===== config.mk =====
export PLATFORM = sky130hd
export DESIGN_NAME = button_event
export DESIGN_NICKNAME = d
export VERILOG_FILES = /design/src/rtl/button_event.sv
export SDC_FILE = /design/constraint.sdc
export NUM_CORES = 1
export LEC_CHECK = 0
export ABC_AREA = 0
export CORE_AREA = 2 2 66 68
export CTS_CLUSTER_SIZE = 10
export DETAILED_ROUTE_END_ITERATION = 8
export DIE_AREA = 0 0 68 70
export DONT_BUFFER_PORTS = 1
export GPL_TIMING_DRIVEN = 0
export SLEW_MARGIN = 15
export SYNTH_ARGS = -nofsm -noshare
export SYNTH_HDL_FRONTEND = slang
export SYNTH_SLANG_ARGS = --single-unit

===== constraint.sdc =====
create_clock -name clk -period 3.3 [get_ports clk]
set_input_delay 0.825 -clock clk [delete_from_list [all_inputs] [get_ports clk]]
set_output_delay 0.825 -clock clk [all_outputs]
set_load 0.05 [all_outputs]

===== src/rtl/button_event.sv =====
// Turns a debounced button level into press/release/short/long/repeat pulses.
// Optional feature macro: BUTTON_EVENT_REPEAT_EN enables auto-repeat while held long.
module button_event #(
  parameter int C_CLK_FRQ   = 100000000,
  parameter int C_LONG_MS   = 500,
  parameter int C_REPEAT_MS = 100
) (
  input  logic       clk,
  input  logic       rstb,
  input  logic       in,
  output logic       held,
  output logic       press,
  // release and repeat are reserved words, hence the _ev suffix on those two pulses
  output logic       release_ev,
  output logic       short,
  output logic       long,
  output logic       repeat_ev,
  output logic [1:0] dbg_state
);

  localparam int C_LONG_CYC = C_CLK_FRQ / 1000 * C_LONG_MS;
  localparam int C_REP_CYC  = C_CLK_FRQ / 1000 * C_REPEAT_MS;
  localparam int C_MAX_CYC  = (C_LONG_CYC > C_REP_CYC) ? C_LONG_CYC : C_REP_CYC;
  localparam int CNT_W      = $clog2(C_MAX_CYC + 1);

  localparam logic [CNT_W-1:0] LONG_LAST = CNT_W'(C_LONG_CYC - 1);

  typedef enum logic [1:0] {
    ST_WAIT    = 2'd0,
    ST_IDLE    = 2'd1,
    ST_PRESSED = 2'd2,
    ST_LONG    = 2'd3
  } state_t;

  state_t           state_q, state_d;
  logic [CNT_W-1:0] hold_cnt_q, hold_cnt_d;
  logic             held_q, held_d;
  logic             press_q, press_d;
  logic             release_q, release_d;
  logic             short_q, short_d;
  logic             long_q, long_d;

`ifdef BUTTON_EVENT_REPEAT_EN
  localparam logic [CNT_W-1:0] REP_LAST = CNT_W'(C_REP_CYC - 1);
  logic [CNT_W-1:0] rep_cnt_q, rep_cnt_d;
  logic             repeat_q, repeat_d;
`endif

  // Release always takes priority over a threshold reached on the same edge.
  always_comb begin
    state_d    = state_q;
    hold_cnt_d = hold_cnt_q;
    press_d    = 1'b0;
    release_d  = 1'b0;
    short_d    = 1'b0;
    long_d     = 1'b0;
`ifdef BUTTON_EVENT_REPEAT_EN
    rep_cnt_d  = rep_cnt_q;
    repeat_d   = 1'b0;
`endif
    case (state_q)
      ST_WAIT: begin
        if (!in) state_d = ST_IDLE;
      end
      ST_IDLE: begin
        if (in) begin
          state_d    = ST_PRESSED;
          press_d    = 1'b1;
          hold_cnt_d = '0;
        end
      end
      ST_PRESSED: begin
        if (!in) begin
          state_d   = ST_IDLE;
          release_d = 1'b1;
          short_d   = 1'b1;
        end else if (hold_cnt_q == LONG_LAST) begin
          state_d = ST_LONG;
          long_d  = 1'b1;
`ifdef BUTTON_EVENT_REPEAT_EN
          rep_cnt_d = '0;
`endif
        end else begin
          hold_cnt_d = hold_cnt_q + CNT_W'(1);
        end
      end
      ST_LONG: begin
        if (!in) begin
          state_d   = ST_IDLE;
          release_d = 1'b1;
        end else begin
`ifdef BUTTON_EVENT_REPEAT_EN
          if (rep_cnt_q == REP_LAST) begin
            repeat_d  = 1'b1;
            rep_cnt_d = '0;
          end else begin
            rep_cnt_d = rep_cnt_q + CNT_W'(1);
          end
`endif
        end
      end
      default: state_d = ST_WAIT;
    endcase
    held_d = (state_d == ST_PRESSED) || (state_d == ST_LONG);
  end

  always_ff @(posedge clk) begin
    if (!rstb) begin
      state_q    <= ST_WAIT;
      hold_cnt_q <= '0;
      held_q     <= 1'b0;
      press_q    <= 1'b0;
      release_q  <= 1'b0;
      short_q    <= 1'b0;
      long_q     <= 1'b0;
`ifdef BUTTON_EVENT_REPEAT_EN
      rep_cnt_q  <= '0;
      repeat_q   <= 1'b0;
`endif
    end else begin
      state_q    <= state_d;
      hold_cnt_q <= hold_cnt_d;
      held_q     <= held_d;
      press_q    <= press_d;
      release_q  <= release_d;
      short_q    <= short_d;
      long_q     <= long_d;
`ifdef BUTTON_EVENT_REPEAT_EN
      rep_cnt_q  <= rep_cnt_d;
      repeat_q   <= repeat_d;
`endif
    end
  end

  assign held       = held_q;
  assign press      = press_q;
  assign release_ev = release_q;
  assign short      = short_q;
  assign long       = long_q;
  assign dbg_state  = state_q;
`ifdef BUTTON_EVENT_REPEAT_EN
  assign repeat_ev  = repeat_q;
`else
  assign repeat_ev  = 1'b0;
`endif

endmodule


==> impl_metrics.toml <==
[die]
fp.dieArea_mm2 = 0.00476
std_cell_rows = 24
core_mm2 = 0.00414
fp.dieW_um = 68
ios = 11
start_util_pct = 42.9
die_h_um = 70

[yosys]
netlist_top_cells_count = "32 x dfxtp_1, 20 x nand2_1, 17 x nand3_1, 11 x nor2_1, 9 x a21oi_1"
yosysTopAreaCell = "dfxtp_1"
seq_area_frac_synth_pct = 36.1
avgSynthCellArea_um2 = 8.88
synthCells = 200
ys_ff_latch = 32
synth.area.top_cells = "dfxtp_1 36%, nand3_1 4.8%, nand2_1 4.2%, xor2_1 3.0%, ha_1 2.8%"
ys.flop_type = "dfxtp_1"
async_reset_ff_share_pct = 0
yosys.area.top_type_share_pct = 36.1
ys_warn_count = 0
synth_edf_count = 0
synth_area_mm2 = 0.00178
synth_cell_types = 53
syn_nets = 207
synth_most_common_cell = "dfxtp_1"

[clock_tree]
cts_buffers = 5
cts_setup_buffers = 0
cts_resized = 0
clk_pin_slew_ps = 70
cts-root-buf = "clkbuf_8"
cts_tree = "done"
hold_buffers = 0
cts.sinks = 32
clock_path_buffers = 2
insertion_delay_ps = 290
h-tree-depth = 2

[sta]
slew_viol_final = 0
rsz0062_at_grt = "false"
finalHoldViolations = 0
fmax_mhz = 378
slew_headroom_pct = 55.1
setup_viol = 0
max_slew.worst_pin.slew_ps = 673
finalClockSkew_ps = 7.60
min_period_over_period_pct = 80.2
fin_crit_ps = 2650
hold_ws_ps = 499
tns_ps = 0
fin_ws_ps = 653

[power]
power_frac_seq_pct = 50.7
powerDensity_mw_per_mm2 = 420
leakagePower_nw = 0.664
combPwrFrac_pct = 10.4
p_total_mw = 0.812
switching_share_pct = 27.6
power_frac_clock_pct = 38.9
switching_power_mw = 0.224
ir_drop_v = 0.000179
p_int_mw = 0.587

[setup_path]
worstSetupPathType = "reg -> reg"
crit_chain = "ha_1 -> and4bb_1 -> nand2_2 -> o41ai_4 -> buf_6 -> xor2_1 -> nor2_1"
crit_fanout = 10
reg2regPathDepth = 7
worstSetupStartpointType = "register"
critPathRequiredTime_ps = 3470
critPathArrivalTime_ps = 2820
cp_slowest_stage_delay_ps = 760
cp-end-kind = "register"
cp_slowest_cell = "dfxtp_1"

[cells_and_area]
post-route-cell-area_mm2 = 0.00193
fin_cells = 260
layout-drive-gt1-share_pct = 15.9
syn_to_final_growth_pct = 8.87
fillers = 415
fin_util_pct = 46.7
insertedDiodeCount = 0
finalNetCount = 214

[placed_design]
placed_area_mm2 = 0.00184
portBuffers = 0
hpwlAfterDp_um = 3150
placed_cells = 252
gp_congestion = 0.858
dp_slack_ps = 678

[run]
maxCapViolations = 0

[routing]
routed_via_density = 6.15
ant_nets = 0
drc = 0
wl_per_cell_um = 16.7
wl_um = 4330
num_vias = 1598
first_pass_iters = 4
drt_iter0_drc = 203

[global_routing]
grt_pass1_wl_um = 7180
antenna_found_initial = 0
grt_start_max_net_pins = 11
grt_use_total_pct = 20.1
grt_pass1_vias = 1482
grt_overflow = 0

[min_path]
holdCritPathClass = "reg -> reg"
whs_path_depth = 2

[status]
status = "finished clean"
[state kept, by name, indices dropped and copies added (netlist names)]
signal	flops
hold_cnt_q	26
dbg_state	1
held	1
long	1
press	1
release_ev	1
short	1
[path summary, 6_finish.rpt]
check                           slack (ps)      startpoint        endpoint
worst max-delay path                   650            held   hold_cnt_q[0]
worst min-delay path                   500  hold_cnt_q[23]  hold_cnt_q[23]
worst max register to register         650            held   hold_cnt_q[0]
worst min register to register         500  hold_cnt_q[23]  hold_cnt_q[23]
[cell usage in the layout, fill, tap and decap left out, types with 2 or more instances in the layout]
cell	synthesis	routed
a21oi_2	3	3
o31ai_1	5	5
clkbuf_8	0	6
nand3_1	17	17
clkbuf_1	4	4
nor4_1	2	2
buf_4	3	3
nand4_2	4	4
or3_1	4	4
nor2_1	11	11
nor2b_1	2	2
and4_1	3	3
inv_1	4	4
o211ai_1	4	4
xor2_1	6	6
o32ai_1	3	3
a21boi_0	2	2
a21oi_1	9	9
o21a_1	4	4
nand4_1	7	7
o21ai_1	3	3
dfxtp_1	32	32
nor4b_2	2	2
nand2_1	20	20
buf_6	2	2
nor3_1	2	2
ha_1	4	4
and3_1	5	5
a21o_1	3	3
or4_1	3	3
o21ai_0	4	4
clkinv_2	0	2
[worst max-delay path, delay by kind of cell (launching register included)]
kind	cells	cell delay, ps
xor+xnor	1	180
simple gates	3	420
compound gates	1	570
flops	1	760
fa+ha+maj	1	370
buf+inv	1	230
[power by group through the flow]
| stage | combinational, mW | sequential [mW] | clock [mW] |
|---|---|---|---|
| after global placement | 0.0812 | 0.420 | 0 |
| after detailed placement | 0.0838 | 0.421 | 0 |
| after CTS | 0.0844 | 0.412 | 0.323 |
| after floorplan | 0.0662 | 0.419 | 0 |
| final | 0.0846 | 0.412 | 0.315 |
| after global routing | 0.0930 | 0.413 | 0.338 |
[metal layers]
metal	GRT usage, %	vias up	wire length (um)
met5	0	-	0
li1	-	772	-
met1	25.4	762	1910
met2	32.8	60	2080
met4	6.67	0	65
met3	4.83	4	276
[area by class of cell]
cell class	count	area, um^2	share of cell area [%]
tap	52	65.1	3.36
clock inverter	2	10.0	0.517
multi-input combinational	154	1060	54.7
clock buffer	6	82.6	4.27
sequential	32	641	33.1
buffer	10	63.8	3.30
inverter	4	15.0	0.776
[cell families (layout without fill, tap and decap cells)]
logic type	Yosys count	after routing	share of synthesized area, %
xor+xnor	6	6	2.96
flops	32	32	36.1
mux	1	1	0.563
compound gates	47	47	19.5
other cells	1	1	0.211
fa+ha+maj	4	4	2.82
simple gates	95	95	33.5
buf+inv	14	22	4.44
(Power assumes the default switching activity.)
